File: config.mk
export PLATFORM = sky130hd
export DESIGN_NAME = reward_engine
export DESIGN_NICKNAME = d
export VERILOG_FILES = /design/src/rtl/reward_engine.sv
export SDC_FILE = /design/constraint.sdc
export NUM_CORES = 1
export LEC_CHECK = 0
export ABC_CLOCK_PERIOD_IN_PS = 6500
export CAP_MARGIN = 10
export CORE_ASPECT_RATIO = 0.7
export CORE_MARGIN = 3
export CORE_UTILIZATION = 50
export DETAILED_ROUTE_END_ITERATION = 12
export PLACE_DENSITY_LB_ADDON = 0.15
export SETUP_SLACK_MARGIN = 0.05
export SLEW_MARGIN = 20
export SYNTH_ARGS = -nofsm -noshare
export SYNTH_HDL_FRONTEND = slang
export SYNTH_SLANG_ARGS = --single-unit
File: constraint.sdc
create_clock -name clk -period 6.5 [get_ports clk]
set_clock_uncertainty 0.2 [all_clocks]
set_input_delay 1.3 -clock clk [delete_from_list [all_inputs] [get_ports clk]]
set_output_delay 1.3 -clock clk [all_outputs]
set_load 0.01 [all_outputs]
File: src/rtl/reward_engine.sv
// reward_engine: scans the neighbor table for the best next hop and issues one reward packet.
// Optional build macro REWARD_LOWE_GUARD_EN excludes neighbors whose energy is below LOW_E_THRESH.
module reward_engine #(
    parameter int WORD_WIDTH = 16,
    parameter int NT_DEPTH = 32,
    parameter int ENERGY_SHIFT = 4,
    parameter logic [WORD_WIDTH-1:0] LOW_E_THRESH = 'h0100
) (
    input  logic                          clk,
    input  logic                          rst,
    input  logic                          en,
    input  logic [WORD_WIDTH-1:0]         myNodeID,
    input  logic [WORD_WIDTH-1:0]         myEnergy,
    input  logic [$clog2(NT_DEPTH):0]     neighborCount,
    output logic [$clog2(NT_DEPTH)-1:0]   nTableIndex_reward,
    input  logic [WORD_WIDTH-1:0]         mNodeID,
    input  logic [WORD_WIDTH-1:0]         mNodeQValue,
    input  logic [WORD_WIDTH-1:0]         mNodeEnergy,
    input  logic                          okToSend,
    output logic [WORD_WIDTH-1:0]         rSourceID,
    output logic [WORD_WIDTH-1:0]         rQValue,
    output logic [WORD_WIDTH-1:0]         rEnergyLeft,
    output logic [WORD_WIDTH-1:0]         rDestinationID,
    output logic [2:0]                    rPacketType,
    output logic                          pktValid,
    output logic                          busy,
    output logic                          noRoute,
    output logic                          reward_done
);
    localparam int AW = $clog2(NT_DEPTH);
    localparam int CW = AW + 1;

    typedef enum logic [2:0] {IDLE, SCAN, DRAIN, PACK, WAIT_TX, DONE} state_t;

    state_t                state, next;
    logic [CW-1:0]         n, n_sel;
    logic                  rd_valid, best_found, eligible, better, found_any, last, start, no_route_set;
    logic [WORD_WIDTH-1:0] my_id, my_energy, best_id, best_score, score;
    logic [WORD_WIDTH:0]   sum;

    assign start        = (state == IDLE) && en;
    assign n_sel        = (neighborCount > CW'(NT_DEPTH)) ? CW'(NT_DEPTH) : neighborCount;
    assign last         = {1'b0, nTableIndex_reward} == n - CW'(1);
    assign sum          = {1'b0, mNodeQValue} + {1'b0, mNodeEnergy >> ENERGY_SHIFT};
    assign score        = sum[WORD_WIDTH] ? '1 : sum[WORD_WIDTH-1:0];
    assign better       = rd_valid && eligible && (!best_found || score > best_score);
    assign found_any    = best_found || better;
    assign no_route_set = (start && n_sel == '0) || (state == DRAIN && !found_any);
    assign pktValid     = state == WAIT_TX;
    assign busy         = state != IDLE;
    assign reward_done  = state == DONE;

`ifdef REWARD_LOWE_GUARD_EN
    assign eligible = mNodeEnergy >= LOW_E_THRESH;
`else
    // Every entry qualifies; the threshold term is kept so both builds reference it.
    assign eligible = (mNodeEnergy >= LOW_E_THRESH) | 1'b1;
`endif

    // State register.
    always_ff @(posedge clk or posedge rst) begin
        if (rst) state <= IDLE;
        else     state <= next;
    end

    // Next-state logic; DRAIN looks at the last entry being evaluated this cycle.
    always_comb begin
        next = state;
        case (state)
            IDLE:    if (en) next = (n_sel != '0) ? SCAN : DONE;
            SCAN:    if (last) next = DRAIN;
            DRAIN:   next = found_any ? PACK : DONE;
            PACK:    next = WAIT_TX;
            WAIT_TX: if (okToSend) next = DONE;
            DONE:    next = IDLE;
            default: next = IDLE;
        endcase
    end

    // Address sequencing, best-entry tracking and packet field registers.
    always_ff @(posedge clk or posedge rst) begin
        if (rst) begin
            n                  <= '0;
            nTableIndex_reward <= '0;
            rd_valid           <= 1'b0;
            my_id              <= '0;
            my_energy          <= '0;
            best_found         <= 1'b0;
            best_id            <= '0;
            best_score         <= '0;
            rSourceID          <= '0;
            rQValue            <= '0;
            rEnergyLeft        <= '0;
            rDestinationID     <= '0;
            rPacketType        <= '0;
            noRoute            <= 1'b0;
        end else begin
            rd_valid <= state == SCAN;
            if (start) begin
                n                  <= n_sel;
                my_id              <= myNodeID;
                my_energy          <= myEnergy;
                nTableIndex_reward <= '0;
                best_found         <= 1'b0;
                best_id            <= '0;
                best_score         <= '0;
                noRoute            <= 1'b0;
            end
            if (state == SCAN && !last) nTableIndex_reward <= nTableIndex_reward + AW'(1);
            if (better) begin
                best_found <= 1'b1;
                best_id    <= mNodeID;
                best_score <= score;
            end
            if (no_route_set) begin
                noRoute        <= 1'b1;
                rDestinationID <= '1;
                rQValue        <= '0;
                rPacketType    <= '0;
            end
            if (state == PACK) begin
                rSourceID      <= my_id;
                rEnergyLeft    <= my_energy;
                rDestinationID <= best_id;
                rQValue        <= best_score >> 1;
                rPacketType    <= 3'b011;
            end
        end
    end
endmodule

---- After elaboration in Yosys (flattened, before gate mapping) ----
Index checks and enable logic that the tools add are counted.
word-level totals
  memory bits (writable) .................. 0
  output and inout bits ................... 76
  ROM bits ................................ 0
  bits of input ports ..................... 90
  latch bits .............................. 0
  logic and storage cells ................. 71
  flip-flop bits (word level) ............. 148
  memories ................................ 0
operators by class
  reduce and logical (&&, ||, !) cells .... 20
  multiplexer cells ....................... 22
  bitwise logic cells ..................... 0
  multipliers ............................. 0
  shifts and indexed selects .............. 0
  order comparisons ....................... 2
  eq/ne operators ......................... 9
  divide/modulo/power cells ............... 0
  $add $sub $neg .......................... 3
operators with widths
  operator             number
  $mux 16              8
  $mux 3               7
  $add 16x12->17       1
  $gt 16x16->1         1
  $pmux 3 s5           1
  $mux 5               2
  $reduce_bool 2->1    4
  $eq 3x2->1 const B   2
  $eq 3x3->1 const B   2
  $eq 5x6->1           1
  $gt 6x6->1 const B   1
  $logic_not 6->1      1
  $mux 6               1
  $ne 2x2->1 const B   3
  $reduce_bool 6->1    1
  $sub 6x1->6 const B  1
  $add 5x1->5 const B  1
  $logic_and 1x1->1    5
  $eq 3x1->1 const B   1
  $logic_not 1->1      3
  $logic_not 3->1      1
  $logic_or 1x1->1     3
  $mux 1               3
  $reduce_and 3->1     1
  $reduce_bool 3->1    1

---- Longest topological paths before layout ----
Gate-level depths: netlist of the first run.
  depth in word-level cells ............... 11
  gate-level depth with buffers ........... 17
  mapped depth without buffers ............ 15

---- Worst setup path after synthesis of the first run ----
OpenSTA, ideal clock, no wires.
  path type ............................... in2reg
  from .................................... in mNodeQValue[0]
  to ...................................... reg best_score[15]
  data arrival time ....................... 5.032 ns
  slack ................................... 1.138 ns
  path buffers ............................ 2
  data required time ...................... 6.170 ns
  setup time .............................. 0.130 ns
  stages .................................. 15
  cell sequence ........................... ha_1 -> fa_1 -> a21o_1 -> a221o_1 -> a2111oi_4 -> nor3_1 -> buf_2 -> or2_2 -> ha_1 -> nand4_1 -> or4_1 -> a21o_1 -> a31oi_4 -> buf_2 -> a31oi_1
between the ends
  word-level cells in the longest chain between the ends .. 6
  elaborated cells between the ends (all ways) .. 7
  those cells by class .................... add/sub: 1; order compare: 1; mux: 2; reduce/logical: 3
ends and longest elaborated chain
  item                                                 line  RTL
  from (decl)                                          17    input logic [WORD_WIDTH-1:0] mNodeQValue,
  $add 16x12->17 (*)                                   44    assign sum = {1'b0, mNodeQValue} + {1'b0, mNodeEnergy >> ENERGY_SHIFT};
  $mux 16 (*)                                          45    assign score = sum[WORD_WIDTH] ? '1 : sum[WORD_WIDTH-1:0];
  $gt 16x16->1                                         46    assign better = rd_valid && eligible && (!best_found || score > best_score);
  $logic_or 1x1->1                                     46
  $logic_and 1x1->1                                    46
  $mux 16 / $reduce_bool 2->1 (equally long branches)  n/a
  to (signal assigned)                                 113   best_score <= score;
  to (decl)                                            38    logic [WORD_WIDTH-1:0] my_id, my_energy, best_id, best_score, score;
Every way passes the cells marked *; elsewhere a longest branch is shown, timed or not.
A chain may end at the register's enable or synchronous reset.

---- Final worst setup path of the first run ----
  from .................................... in mNodeQValue[0]
  to ...................................... reg best_score[13]
Same word-level chain as after synthesis.

==> impl_metrics.csv, run 1 <==
group,metric,value,unit
timing,setup_tns,0,ns
floorplan,row_count,35,
cts,htree_levels,4,
min_path,hp-class,"reg -> reg",
global_routing,grt_usage,0.222,
final_layout,final_util,0.698,
cts,ctsResizeCount,0,
yosys,synth_edf_count,0,
placed_design,place_hpwl,11800,µm
cts,postCtsHoldBufs,0,
floorplan,initial_utilization,0.524,
floorplan,pin_count,166,
yosys,syn-instance-count,672,
critical_path,critPathBufInv,2,
route,first_pass_iters,5,
power_and_ir_drop,max-vdd-ir-drop,281,µV
critical_path,crit_type,"in -> reg",
critical_path,worstPathMaxFanout,48,
critical_path,worst_setup_path_end_kind,"flip-flop",
critical_path,start_kind,"primary input",
outcome,status,"complete, no violations",
critical_path,crit_end,"best_score[13]",
timing,max_slew_margin,0.333,
final_layout,multi_input_area,3180,µm²
route,vias_per_cell,5.43,
timing,hold_slack,0.298,ns
timing,finalHoldViolations,0,
critical_path,critPathSlowestCell,"or4_1",
final_layout,antennaDiodeCount,0,
timing,drv_slew,0,
critical_path,critPathMaxStageDelay,0.59,ns
timing,tightest_slew,1.00,ns
global_routing,first_global_vias,5674,
critical_path,regToRegStartpoint,"state[2]",
yosys,ys.flop_type,"dfrtp_1",
yosys,synth-seq-cells,145,
global_routing,grt_pass1_wl,27600,µm
placed_design,io_buffers,159,
timing,finalCritPeriodShare,0.904,
route,first_iter_violations,402,
final_layout,nets,942,
global_routing,grt_max_degree,91,
route,drt-total-wl,16900,µm
route,wl_per_cell,16.6,µm
cts,clock_latency,0.42,ns
route,num_vias,5537,
power_and_ir_drop,leakagePower,4.12,nW
critical_path,cp_top_family,"compound AO/OA/AOI/OAI gates",
critical_path,r2r-end,"rEnergyLeft[4]",
cts,path_clk_slew,0.07,ns
route,drc,0,
critical_path,critPathArrivalTime,5.97,ns
yosys,yosysSeqAreaShare,0.515,
min_path,hold_start,"noRoute",
cts,post_cts_buffers,0,
critical_path,reg2regPathDepth,3,
yosys,ys_types,56,
timing,setup_viol,0,
floorplan,die-area,15600,µm²
timing,fmax,170,MHz
final_layout,drive_gt1_frac,0.147,
cts,cts_sinks,145,
cts,cts_made_buffers,17,
critical_path,cp_common_cell,"a21o_1",
yosys,avgSynthCellArea,10.5,µm²
yosys,syn_area,7040,µm²
critical_path,reg2reg_slack,3.63,ns
final_layout,seq_area,3630,µm²
final_layout,area_delta_synth_final,33.4,%
route,drt.antenna.violating_nets,0,
floorplan,die_w,148,µm
run,drv_cap,0,
yosys,ys_warn_count,0,
global_routing,gr-total-overflow,0,
critical_path,crit_start,"mNodeQValue[0]",
cts,clock_path_buffers,2,
cts,cts_tree,"built",
global_routing,antenna_found_initial,0,
floorplan,coreArea,13400,µm²
floorplan,fp.dieH,105,µm
critical_path,crit_chain,"clkdlybuf4s50_1, ha_1, fa_1, a21o_1, a221o_1, a2111oi_4, or3_1, nand3_1, ha_1, nand4_1, or4_1, a21o_1, a31oi_4, buf_12, nor2_1, a21o_1",
cts,cts_root_buf,"clkbuf_16",
timing,rsz0062_at_grt,"no",
power_and_ir_drop,powerDensity,469,nW/µm²
placed_design,place.gp.congestion,0.894,
critical_path,cp_data_required_time,6.60,ns
min_path,min_delay_path_depth,1,
final_layout,num-fill-cells,1016,
yosys,synthArstFlopShare,1.00,
timing,min_period,5.87,ns
critical_path,cp_num_cells,16,
## cell usage in the layout (no fill, tap or decap), types with 7 or more instances in the layout
| cell | instances |
|---|---|
| dfrtp_1 | 145 |
| nor3_1 | 8 |
| ha_1 | 30 |
| nand2_1 | 91 |
| clkdlybuf4s50_1 | 159 |
| nand2b_1 | 8 |
| clkbuf_16 | 17 |
| xnor2_1 | 11 |
| o21ai_0 | 52 |
| o22ai_1 | 15 |
| nand3_1 | 7 |
| mux2_2 | 66 |
| a21o_1 | 12 |
| inv_1 | 22 |
| a21oi_1 | 33 |
| nor2_1 | 50 |
| inv_6 | 9 |
| or2_2 | 10 |
## state kept, by name, summed over array words and instances (netlist names), 3 cells and up
name and cells:
state 3, best_id 16, rEnergyLeft 16, rQValue 15
my_id 16, my_energy 16, best_score 16, nTableIndex_reward 5
rDestinationID 16, rSourceID 16, n 6
## power by group
group	switching [W]	internal, W	total, W
registers	0.000267	0.00133	0.00160
clock network	0.000415	0.000583	0.000998
logic	0.000851	0.000955	0.00181
total	0.00153	0.00287	0.00440
## layout make-up
| class | count | area share |
|---|---|---|
| timing repair buffer | 166 | 0.176 |
| clock buffer | 17 | 0.0453 |
| inverter | 23 | 0.00973 |
| clock inverter | 15 | 0.0191 |
| sequential | 145 | 0.386 |
| tap | 185 | 0.0247 |
| multi-input combinational | 468 | 0.338 |
## logic make-up after synthesis
group,after synthesis,share of synthesized area
other,1,0.000533
DFF,145,0.515
buffers and inverters,60,0.0357
AOI/OAI and AO/OA,145,0.128
muxes,71,0.113
and+or+nand+nor,203,0.132
xor gates and xnor gates,16,0.0199
adders and majority gates,31,0.0562
## synth_stat cells (2+ instances only)
cell type	number	area, µm²
dfrtp_1	145	3630
nand2_1	92	345
mux2_2	66	743
o21ai_0	52	260
nor2_1	50	188
a21oi_1	33	165
ha_1	30	375
inv_1	23	86.3
clkbuf_1	21	78.8
o22ai_1	15	93.8
a21o_1	12	90.1
xnor2_1	11	96.3
or2_2	10	62.6
buf_2	9	45.0
nand2b_1	8	50.1
nor3_1	8	40.0
nand3_1	7	35.0
mux2i_1	5	50.1
nor2b_1	5	31.3
o21ai_1	5	25.0
xor2_1	5	43.8
a31oi_1	4	25.0
and3_1	4	25.0
buf_4	4	30.0
o211ai_1	4	30.0
buf_1	3	11.3
nand4_1	3	18.8
o21bai_1	3	22.5
or3_1	3	18.8
a211oi_1	2	15.0
a221oi_1	2	17.5
nand3b_1	2	15.0
nor4b_1	2	17.5
o21a_1	2	15.0
## how the worst min path moves through the flow
stage                           to  slack (ns)
floorplan           rEnergyLeft[0]        0.27
global placement           noRoute        0.28
detailed placement         noRoute        0.29
CTS                        noRoute        0.30
global route        rEnergyLeft[6]        0.32
finish                     noRoute        0.30
## worst register-to-register path, cell delays in order, from the launching register on
cell	delay, ns
dfrtp_1	0.57
nand3b_1	0.72
buf_4	0.78
mux2_2	0.49
## per-stage QoR
step	cell area (µm²)	total power [W]	setup slack [ns]	cells
CTS	9390	0.00444	0.666	1019
finish	9390	0.00440	0.627	1019
global route	9390	0.00471	0.382	1019
floorplan	7040	0.00263	1.11	673
detailed placement	8780	0.00342	0.247	987
global placement	8780	0.00332	0.339	987
## per-layer routing
metal | up-vias | global-route usage | wire length, µm
met1 | 2707 | 0.286 | 7140
met4 | 0 | 0.0738 | 225
li1 | 2638 | - | -
met3 | 22 | 0.0619 | 1120
met5 | - | 0 | 0
met2 | 170 | 0.365 | 8390
Power figures use the tool's default switching activity.
==> run 2: changes to the inputs <==
CORE_UTILIZATION = 60   (was 50)
DONT_BUFFER_PORTS = 1   (was unset)
GPL_ROUTABILITY_DRIVEN = 0   (was unset)
SKIP_CTS_REPAIR_TIMING = 1   (was unset)
==> run 2 against run 1 <==
  * Total power down 9.9%
  * Maximum frequency grew 0.73%
  * Sequential share of layout area rose by 8.0 points
  * Critical path type unchanged
  * Largest power group is now registers
  * Highest routed layer unchanged
==> impl_metrics.csv, run 2 (synthesized netlist as in run 1, its figures left out) <==
group,metric,value,unit
critical_path,crit_type,"in -> reg",
floorplan,die_w,135,µm
timing,rsz0062_at_grt,"no",
cts,cts_sinks,145,
timing,finalHoldViolations,0,
power_and_ir_drop,max-vdd-ir-drop,266,µV
floorplan,fp.dieH,96.6,µm
timing,finalCritPeriodShare,0.897,
route,first_pass_iters,5,
cts,htree_levels,4,
cts,cts_root_buf,"clkbuf_16",
floorplan,coreArea,11200,µm²
global_routing,first_global_vias,5037,
min_path,hp-class,"reg -> reg",
cts,clock_path_buffers,2,
critical_path,start_kind,"primary input",
final_layout,final_util,0.694,
route,first_iter_violations,235,
critical_path,critPathSlowestCell,"or4_1",
global_routing,gr-total-overflow,0,
timing,hold_slack,0.303,ns
critical_path,worst_setup_path_end_kind,"flip-flop",
route,num_vias,4858,
final_layout,final_cell_mix,"dfrtp_1 (145), nand2_1 (91), mux2_2 (66)",
placed_design,io_buffers,0,
cts,path_clk_slew,0.06,ns
global_routing,antenna_found_initial,0,
final_layout,antennaDiodeCount,0,
power_and_ir_drop,intPower,0.00254,W
route,drc,0,
run,drv_cap,0,
outcome,status,"complete, no violations",
power_and_ir_drop,switchingPower,0.00143,W
timing,setup_tns,0,ns
critical_path,cp_top_family,"compound AO/OA/AOI/OAI gates",
floorplan,die-area,13100,µm²
power_and_ir_drop,swShare,0.359,
power_and_ir_drop,leakagePower,3.51,nW
floorplan,initial_utilization,0.628,
final_layout,area_delta_synth_final,10.6,%
final_layout,drive_gt1_frac,0.182,
critical_path,worstPathMaxFanout,26,
critical_path,critPathArrivalTime,5.91,ns
power_and_ir_drop,powerDensity,510,nW/µm²
final_layout,stdcell_count,830,
final_layout,final_common_cell,"dfrtp_1",
final_layout,nets,785,
floorplan,pin_count,166,
timing,fmax,172,MHz
route,wl_per_cell,18.2,µm
placed_design,place_hpwl,10600,µm
floorplan,row_count,32,
power_and_ir_drop,p_clk_frac,0.262,
final_layout,num-fill-cells,824,
cts,clock_latency,0.41,ns
timing,min_period,5.83,ns
timing,drv_slew,0,
timing,max_slew_margin,0.416,
critical_path,cp_data_required_time,6.58,ns
timing,tightest_slew,0.877,ns
route,drt.antenna.violating_nets,0,
route,vias_per_cell,5.85,
critical_path,critPathBufInv,2,
power_and_ir_drop,p_seq_frac,0.441,
global_routing,grt_max_degree,101,
placed_design,post-place-cells,798,
power_and_ir_drop,share_comb_of_total_power,0.297,
timing,setup_viol,0,
global_routing,grt_pass1_wl,25200,µm
critical_path,crit_chain,"ha_1, fa_1, a21o_1, a221o_1, a2111oi_4, nor3_1, buf_4, or2_2, ha_1, nand4_1, or4_1, a21o_1, a31oi_4, buf_4, o21ai_0",
cts,cts_made_buffers,17,
cts,cts_tree,"built",
critical_path,critPathMaxStageDelay,0.55,ns
global_routing,grt_usage,0.238,
route,drt-total-wl,15100,µm
-- run 2: metrics by stage --
| stage | worst slack [ns] | total power, W | cell area (µm²) |
|---|---|---|---|
| finish | 0.670 | 0.00397 | 7780 |
| global route | 0.394 | 0.00424 | 7780 |
| CTS | 0.721 | 0.00400 | 7780 |
| detailed placement | 0.299 | 0.00294 | 7150 |
| global placement | 0.426 | 0.00285 | 7150 |
| floorplan | 1.11 | 0.00263 | 7040 |
-- run 2: area by class of cell --
cell class,count,area (µm²),area share
clock buffers,19,433,0.0556
multi-input cells,468,3170,0.407
inverters,23,91.3,0.0117
flip-flops and latches,145,3630,0.466
clock inverters,13,200,0.0257
repair buffers,9,67.6,0.00868
well taps,153,191,0.0246
-- run 2: final timing paths --
check	slack, ns	startpoint	cells past startpoint	to
worst max-delay path	0.67	mNodeQValue[0]	15	best_id[13]
worst min-delay path	0.30	my_id[8]	1	my_id[8]
worst max register to register	3.52	best_score[15]	8	best_id[13]
worst min register to register	0.30	my_id[8]	1	my_id[8]
max in group asynchronous	4.23	rst	2	rDestinationID[1]
min in group asynchronous	0.75	rst	1	rSourceID[3]
-- run 2: power by group through the flow --
stage	clock network, W	logic (W)	registers (W)
floorplan	0	0.000996	0.00163
global placement	0	0.00111	0.00173
detailed placement	0	0.00118	0.00176
CTS	0.00106	0.00119	0.00175
global route	0.00110	0.00134	0.00181
finish	0.00104	0.00118	0.00175
-- run 2: routing by layer --
layer	global-route usage	up-vias	wire [µm]
li1	-	2317	-
met4	0.0697	0	204
met5	0	-	0
met1	0.315	2352	6500
met3	0.0832	19	1360
met2	0.375	170	7020
==> run 3: changes to the inputs <==
ABC_CLOCK_PERIOD_IN_PS = unset   (was 6500)
==> results of run 3 <==
Same layout as run 2: the final DEF is identical, and so are final timing and power.
